--- config.mk ---
export PLATFORM = sky130hd
export DESIGN_NAME = vanilla_instr_encoder
export DESIGN_NICKNAME = d
export VERILOG_FILES = /design/src/rtl/vanilla_instr_encoder.sv
export SDC_FILE = /design/constraint.sdc
export NUM_CORES = 1
export LEC_CHECK = 0
export CAP_MARGIN = 10
export CORE_ASPECT_RATIO = 1.5
export CORE_MARGIN = 5
export CORE_UTILIZATION = 45
export CTS_BUF_LIST = sky130_fd_sc_hd__clkbuf_8
export DETAILED_ROUTE_END_ITERATION = 10
export MAX_ROUTING_LAYER = met4
export PLACE_DENSITY = 0.78
export SLEW_MARGIN = 20
export SYNTH_ARGS = -nofsm -noshare
export SYNTH_HDL_FRONTEND = slang
export SYNTH_SLANG_ARGS = --single-unit
--- constraint.sdc ---
create_clock -name clk_i -period 4.27 [get_ports clk_i]
set_input_delay 0.854 -clock clk_i [delete_from_list [all_inputs] [get_ports clk_i]]
set_output_delay 0.854 -clock clk_i [all_outputs]
set_load 0.03 [all_outputs]
--- src/rtl/vanilla_instr_encoder.sv ---
// Instruction encoder: compact op descriptors in, legal RV32I words out.
// One command per valid/ready accept; words leave on a valid/yumi port.
module vanilla_instr_encoder #(
  parameter int cnt_width_p = 32
) (
  input  logic                   clk_i,
  input  logic                   reset_n_i,
  input  logic                   v_i,
  output logic                   ready_o,
  input  logic [3:0]             op_i,
  input  logic [4:0]             rd_i,
  input  logic [4:0]             rs1_i,
  input  logic [4:0]             rs2_i,
  input  logic [31:0]            imm_i,
  output logic                   v_o,
  output logic [31:0]            instr_o,
  input  logic                   yumi_i,
  output logic [cnt_width_p-1:0] instr_count_o,
  output logic                   error_o
);

  localparam logic [1:0] IDLE  = 2'd0;
  localparam logic [1:0] LAST  = 2'd1;
  localparam logic [1:0] FIRST = 2'd2;

  localparam logic [3:0] OP_NOP   = 4'd0;
  localparam logic [3:0] OP_LI    = 4'd1;
  localparam logic [3:0] OP_ADDI  = 4'd2;
  localparam logic [3:0] OP_ADD   = 4'd3;
  localparam logic [3:0] OP_LW    = 4'd4;
  localparam logic [3:0] OP_SW    = 4'd5;
  localparam logic [3:0] OP_JAL   = 4'd6;
  localparam logic [3:0] OP_BEQ   = 4'd7;
  localparam logic [3:0] OP_FENCE = 4'd8;

  logic [1:0]             r_state;
  logic [31:0]            r_instr;
  logic [31:0]            r_pend;
  logic [cnt_width_p-1:0] r_cnt;
  logic                   r_err;

  logic        w_accept;
  logic        w_fit12;
  logic        w_fit13;
  logic        w_fit21;
  logic        w_lo_nz;
  logic [19:0] w_hi20;
  logic [31:0] w_word;
  logic [31:0] w_pend;
  logic        w_two;
  logic        w_bad;

  // Sign-extension check: all bits above the field's sign bit match it
  assign w_fit12 = (imm_i[31:11] == '0) | (imm_i[31:11] == '1);
  assign w_fit13 = (imm_i[31:12] == '0) | (imm_i[31:12] == '1);
  assign w_fit21 = (imm_i[31:20] == '0) | (imm_i[31:20] == '1);
  assign w_lo_nz = (imm_i[11:0] != 12'd0);
  // Round up the upper part because the trailing ADDI sign-extends
  assign w_hi20  = imm_i[31:12] + {19'd0, imm_i[11]};

  always_comb begin
    w_word = 32'h0000_0013;
    w_pend = 32'h0000_0013;
    w_two  = 1'b0;
    w_bad  = 1'b0;
    unique case (op_i)
      OP_NOP: w_word = 32'h0000_0013;
      OP_LI: begin
        if (w_fit12) begin
          w_word = {imm_i[11:0], 5'd0, 3'b000, rd_i, 7'b0010011};
        end else begin
          w_word = {w_hi20, rd_i, 7'b0110111};
          w_pend = {imm_i[11:0], rd_i, 3'b000, rd_i, 7'b0010011};
          w_two  = w_lo_nz;
        end
      end
      OP_ADDI: begin
        w_word = {imm_i[11:0], rs1_i, 3'b000, rd_i, 7'b0010011};
        w_bad  = !w_fit12;
      end
      OP_ADD: w_word = {7'd0, rs2_i, rs1_i, 3'b000, rd_i, 7'b0110011};
      OP_LW: begin
        w_word = {imm_i[11:0], rs1_i, 3'b010, rd_i, 7'b0000011};
        w_bad  = !w_fit12;
      end
      OP_SW: begin
        w_word = {imm_i[11:5], rs2_i, rs1_i, 3'b010, imm_i[4:0],
                  7'b0100011};
        w_bad  = !w_fit12;
      end
      OP_JAL: begin
        w_word = {imm_i[20], imm_i[10:1], imm_i[11], imm_i[19:12],
                  rd_i, 7'b1101111};
        w_bad  = !w_fit21 | imm_i[0];
      end
      OP_BEQ: begin
        w_word = {imm_i[12], imm_i[10:5], rs2_i, rs1_i, 3'b000,
                  imm_i[4:1], imm_i[11], 7'b1100011};
        w_bad  = !w_fit13 | imm_i[0];
      end
      OP_FENCE: w_word = 32'h0FF0_000F;
      default: w_bad = 1'b1;
    endcase
  end

  assign v_o     = (r_state == LAST) | (r_state == FIRST);
  assign ready_o = reset_n_i &
                   ((r_state == IDLE) | ((r_state == LAST) & yumi_i));
  assign w_accept = v_i & ready_o;

  always_ff @(posedge clk_i or negedge reset_n_i) begin
    if (!reset_n_i) begin
      r_state <= IDLE;
      r_instr <= '0;
      r_pend  <= '0;
      r_cnt   <= '0;
      r_err   <= 1'b0;
    end else begin
      if (w_accept) begin
        if (w_bad) begin
          r_err   <= 1'b1;
          r_state <= IDLE;
        end else begin
          r_instr <= w_word;
          r_pend  <= w_pend;
          r_state <= w_two ? FIRST : LAST;
        end
      end else if (yumi_i) begin
        if (r_state == FIRST) begin
          r_instr <= r_pend;
          r_state <= LAST;
        end else if (r_state == LAST) begin
          r_state <= IDLE;
        end
      end
      if (v_o & yumi_i) begin
        r_cnt <= r_cnt + 1'b1;
      end
    end
  end

  assign instr_o       = r_instr;
  assign instr_count_o = r_cnt;
  assign error_o       = r_err;

endmodule

==> results of run 1 <==
[layer usage]
metal	share of wire [%]	vias up	track usage, %
met4	4.2	0	11.2
met2	51	220	42.7
met1	39	2451	28.5
met3	6.0	52	5.30
met5	0	-	-
li1	-	2311	-
[worst paths after layout]
path	end	slack [ns]	depth (start not counted)
max in group asynchronous	instr_o[9]	2.80	2
setup reg to reg	r_pend[31]	1.58	7
hold / removal	instr_o[5]	0.37	1
min in group clk_i	error_o	0.49	1
hold reg to reg	error_o	0.49	1
setup / recovery	instr_o[9]	0.69	9
[power by group through the flow]
stage | Clock, W | Combinational [W] | Sequential [W]
floorplan | 0 | 0.000336 | 0.00119
global placement | 0 | 0.000908 | 0.00102
detailed placement | 0 | 0.000925 | 0.00102
CTS | 0.000608 | 0.000930 | 0.00101
global route | 0.000639 | 0.000991 | 0.00102
finish | 0.000595 | 0.000926 | 0.00100
[final cells by class]
| cell class | instances | share of cell area (%) |
|---|---|---|
| clock inverters | 7 | 1.22 |
| inverters | 12 | 0.665 |
| well taps | 150 | 2.77 |
| flip-flops and latches | 84 | 31.0 |
| repair buffers | 145 | 20.7 |
| clock buffers | 9 | 1.83 |
| multi-input cells | 433 | 41.8 |
[flip-flops by register name, indices dropped and copies added (netlist names)]
register and flops:
instr_o 31, r_state 2, instr_count_o 32, error_o 1
r_pend 18
[cell families after synthesis]
kind of cell | after synthesis
and+or+nand+nor | 198
adders and majority gates | 7
AOI/OAI and AO/OA | 154
xor gates and xnor gates | 45
DFF | 84
buffers and inverters | 48
muxes | 29
[layout by cell type (no fill, tap or decap), types with 5 or more instances in the layout]
master	instances
nand2_1	58
mux2i_1	7
buf_4	24
ha_1	7
o22ai_1	7
inv_1	12
clkdlybuf4s50_1	120
nor2b_1	6
nor3_1	10
and3_1	13
dfrtp_1	84
nor4_1	11
and2_1	5
a31oi_1	12
o31ai_1	7
nor2_1	28
nand3_1	35
a22oi_1	5
xnor2_1	27
nand4_1	10
a21oi_1	26
a211oi_1	7
xor2_1	18
mux2_2	20
clkbuf_8	9
o21ai_0	50
a32oi_1	8
[through the flow]
stage	setup WS, ns	instances	area (sq um)
floorplan	1.25	565	5160
global placement	0.451	824	6560
detailed placement	0.365	824	6560
CTS	0.746	840	6770
global route	0.531	840	6770
finish	0.689	840	6770
==> run_results.csv, run 1 <==
group,metric,value,unit
drt,antenna_left,0,
die,die_area,0.0137,sq mm
place,io_buffers,121,
run_status,status,"finished, final reports clean",
timing,slew_headroom,33.8,%
flow_run,cap_violations,0,
final_layout,multi_input_area,0.00283,sq mm
drt,first_iter_violations,413,
timing,max_freq,279,MHz
timing,hold_viol_final,0,
cts,clockRootBuffer,"clkbuf_8",
cts,post-cts-setup-buffers,0,
cts,path_clk_slew,0.09,ns
power,internal_power,0.00158,W
worst_setup_path,cp_num_buf_inv,2,
timing,holdWs,0.372,ns
logic_synthesis,synth_xor_area_share,7.64,%
worst_setup_path,startpoint_type,"primary input",
cts,clock_sinks,84,
worst_setup_path,rr_startpoint,"r_state[1]",
place,gp_congestion,0.907,
cts,cts_buffers,9,
logic_synthesis,synthTopCellsByArea,"dfrtp_1 (41%), o21ai_0 (4.9%), xnor2_1 (4.6%)",
logic_synthesis,synth.avg_cell_area,9.13,sq um
drt,drt_first_pass_iters,5,
cts,cts_tree,"done",
logic_synthesis,syn_inst,565,
timing,finalSetupViolations,0,
timing,fin_crit_sh,83.9,%
die,io_pins,122,
worst_setup_path,cp_data_arrival_time,3.82,ns
logic_synthesis,synth_cell_type_count,67,
logic_synthesis,syn_nets,627,
logic_synthesis,synth.cell_area,0.00516,sq mm
cts,clk_latency,0.37,ns
timing,rsz0062_at_grt,"false",
final_layout,final_util,59.6,%
timing,fin_skew,0.0174,ns
logic_synthesis,synth_fa_ha_area_share,1.70,%
worst_setup_path,startpoint,"imm_i[12]",
die,die-width,97.4,microns
logic_synthesis,ys_top_cells_by_count,"dfrtp_1 (84), nand2_1 (58), o21ai_0 (50)",
power,p_total,0.00253,W
global_route,grt_usage,25.1,%
logic_synthesis,synth_compound_gate_area_share,19.7,%
timing,worst_pin_slew,0.983,ns
worst_setup_path,crit_type,"in2reg",
worst_setup_path,worstPathCellList,"clkdlybuf4s50_1 -> ha_1 -> nand4_1 -> nor2_1 -> a32oi_4 -> a221o_2 -> o21ai_2 -> buf_12 -> mux2_2",
timing,setup_tns,0,ns
cts,cts_resized,0,
logic_synthesis,ys.flop_type,"dfrtp_1",
power,ir_drop,308,uV
final_layout,num-fill-cells,996,
global_route,grt_max_degree,64,
die,row_count,48,
logic_synthesis,ys_seq_elements,84,
power,sequentialPowerShare,39.8,%
logic_synthesis,synth.top_cell.area_share,40.8,%
logic_synthesis,synth_edf_count,0,
final_layout,area_growth,31.3,%
cts,holdBufCountCts,0,
worst_setup_path,critical-path-top-delay-family,"compound AO/OA/AOI/OAI gates",
die,die_y,141,microns
final_layout,ff_latch_area,0.00210,sq mm
drt,wl_per_cell,19.7,microns
final_layout,diodes,0,
drt,vias,5034,
logic_synthesis,synth_area_leader_cell,"dfrtp_1",
logic_synthesis,ys_seq_area_share,40.8,%
drt,vias_per_cell,5.99,
worst_setup_path,crit_fanout,29,
logic_synthesis,yosysWarnings,0,
final_layout,drive_gt1_share,10.6,%
power,clkPwrFrac,23.6,%
cts,htreeDepth,3,
power,comb_power_share,36.7,%
power,p_sw,0.000944,W
hold_path,hold_class,"in2async",
logic_synthesis,synthMuxAreaShare,6.16,%
die,core,0.0114,sq mm
timing,post-route-min-period,3.58,ns
worst_setup_path,crit_path_top_delay_cell,"a221o_2",
worst_setup_path,end_kind,"register",
global_route,antenna_found_initial,0,
power,powerDensity,373,mW/mm^2
drt,drcViolationCount,0,
logic_synthesis,yosys.area_share.simple,19.6,%
global_route,grt_pass1_wl,27.0,mm
final_layout,nets,747,
timing,slew_violations,0,
power,leakage,2.75,nW
power,netSwitchingFraction,37.4,%
logic_synthesis,async_flop_share,100,%
worst_setup_path,required,4.51,ns
logic_synthesis,post-synth-top-count-cell,"dfrtp_1",
logic_synthesis,synth_top_family_by_area,"compound AO/OA/AOI/OAI gates",
global_route,gr-total-overflow,0,
global_route,grt_pass1_vias,5083,
drt,routed_wl,16.6,mm
die,start_util,45.4,%
place,dpl.hpwl,12.6,mm
worst_setup_path,cpPeakStageDelay,0.58,ns
cts,cts_buffer_depth,2,
No activity file was read; power rests on OpenSTA's default activity.
==> inputs of run 2 (changes only) <==
==> constraint.sdc (replaced) <==
create_clock -name clk_i -period 3.6 [get_ports clk_i]
set_input_delay 0.72 -clock clk_i [delete_from_list [all_inputs] [get_ports clk_i]]
set_output_delay 0.72 -clock clk_i [all_outputs]
set_load 0.03 [all_outputs]
==> run_results.csv, run 2 (synthesis results as in run 1) <==
group,metric,value,unit
worst_setup_path,crit_path_top_delay_cell,"clkdlybuf4s50_1",
power,clkPwrFrac,21.6,%
timing,slew_violations,0,
final_layout,final_util,60.3,%
drt,antenna_left,0,
drt,drcViolationCount,0,
cts,cts_buffers,9,
global_route,antenna_found_initial,0,
cts,path_clk_slew,0.10,ns
drt,vias_per_cell,5.86,
cts,post-cts-setup-buffers,0,
drt,vias,4995,
cts,htreeDepth,3,
die,die-width,97.4,microns
timing,max_freq,318,MHz
worst_setup_path,required,3.85,ns
final_layout,nets,760,
timing,post-route-min-period,3.14,ns
die,die_area,0.0137,sq mm
die,io_pins,122,
final_layout,drive_gt1_share,12.2,%
drt,wl_per_cell,19.9,microns
worst_setup_path,cp_data_arrival_time,3.40,ns
final_layout,diodes,0,
flow_run,cap_violations,0,
power,netSwitchingFraction,38.1,%
timing,slew_headroom,47.5,%
drt,drt_first_pass_iters,5,
timing,hold_viol_final,0,
place,io_buffers,121,
timing,worst_pin_slew,0.788,ns
power,internal_power,0.00181,W
timing,rsz0062_at_grt,"false",
cts,holdBufCountCts,0,
final_layout,layout_commonest_cell,"clkdlybuf4s50_1",
timing,finalSetupViolations,0,
place,dpl.hpwl,13.0,mm
cts,clock_sinks,84,
worst_setup_path,startpoint_type,"primary input",
die,start_util,45.4,%
worst_setup_path,rrSetupSlack,0.95,ns
power,p_sw,0.00111,W
final_layout,final_cell_mix,"clkdlybuf4s50_1 (120), dfrtp_1 (84), nand2_1 (58)",
drt,first_iter_violations,373,
drt,routed_wl,16.9,mm
timing,setup_tns,0,ns
power,ir_drop,463,uV
final_layout,largest_register_ffs,32,
power,powerDensity,427,mW/mm^2
timing,fin_crit_sh,87.3,%
worst_setup_path,rr_startpoint,"r_state[1]",
cts,clk_latency,0.37,ns
power,comb_power_share,37.8,%
worst_setup_path,cpPeakStageDelay,0.57,ns
die,die_y,141,microns
cts,cts_buffer_depth,2,
global_route,grt_pass1_vias,5141,
global_route,grt_pass1_wl,27.2,mm
global_route,grt_usage,25.4,%
worst_setup_path,startpoint,"imm_i[12]",
worst_setup_path,worstPathCellList,"clkdlybuf4s50_1 -> ha_1 -> nand4_1 -> nor2_1 -> a32oi_4 -> a221o_2 -> o21ai_2 -> buf_4 -> mux2_2",
run_status,status,"finished, final reports clean",
timing,fin_skew,0.0107,ns
power,sequentialPowerShare,40.6,%
worst_setup_path,crit_type,"in2reg",
cts,clockRootBuffer,"clkbuf_8",
die,core,0.0114,sq mm
worst_setup_path,end_kind,"register",
place,gp_congestion,0.928,
cts,cts_resized,0,
cts,cts_tree,"done",
worst_setup_path,crit_fanout,12,
power,leakage,2.80,nW
hold_path,hold_class,"in2async",
die,row_count,48,
global_route,gr-total-overflow,0,
final_layout,area_growth,32.7,%
global_route,grt_max_degree,65,
final_layout,num-fill-cells,988,
==> run 2: changes by cell type in the layout (fill, tap and decap cells not counted) <==
| cell | delta |
|---|---|
| clkinv_4 | -1 |
| clkinvlp_4 | +2 |
| buf_4 | +13 |
| bufinv_16 | -1 |
==> run 2: critical path: cells and delay by family <==
| kind | cells | cell delay, ns |
|---|---|---|
| AO/OA/AOI/OAI | 3 | 0.77 |
| adder cells (fa/ha/maj) | 1 | 0.26 |
| multiplexers | 1 | 0.35 |
| AND/OR/NAND/NOR | 2 | 0.47 |
| buffers and inverters | 2 | 0.82 |
==> run 2: final timing paths <==
| check | endpoint | cells past startpoint |
|---|---|---|
| worst max-delay path | instr_o[30] | 9 |
| worst min register to register | instr_count_o[31] | 1 |
| worst max register to register | instr_count_o[29] | 8 |
| min in group clk_i | instr_count_o[31] | 1 |
| max in group asynchronous | instr_o[10] | 2 |
| worst min-delay path | instr_o[5] | 1 |
==> run 2: power groups by stage <==
stage                     Combinational (W)  Sequential [W]  Clock [W]
after floorplan                    0.000398         0.00141          0
after global routing                0.00118         0.00121   0.000689
after CTS                           0.00111         0.00119   0.000647
after global placement              0.00109         0.00120          0
after detailed placement            0.00110         0.00120          0
final                               0.00111         0.00119   0.000631
==> run 2: metrics by stage <==
stage	hold WS [ns]	setup WS [ns]	total power, W	instances	area, sq um
floorplan	0.424	0.716	0.00181	565	5160
global placement	0.462	0.156	0.00229	837	6660
detailed placement	0.467	0.0866	0.00231	837	6660
CTS	0.221	0.481	0.00295	853	6840
global route	0.237	0.332	0.00307	853	6840
finish	0.229	0.458	0.00293	853	6840
==> run 2: per-layer routing <==
layer | up-vias | part of all wire, % | global-route usage, % | wire [microns]
li1 | 2334 | - | - | -
met1 | 2430 | 40 | 29.5 | 6840
met2 | 192 | 51 | 44.1 | 8680
met3 | 39 | 4.9 | 4.36 | 833
met4 | 0 | 3.5 | 9.48 | 590
met5 | - | 0 | - | 0
==> run 2: area by class of cell <==
class | instances | area (sq um) | area share, %
multi-input combinational | 433 | 2830 | 41.3
sequential | 84 | 2100 | 30.7
timing repair buffer | 158 | 1500 | 21.9
tap | 150 | 188 | 2.74
clock buffer | 9 | 124 | 1.81
clock inverter | 7 | 58.8 | 0.859
inverter | 12 | 45.0 | 0.658
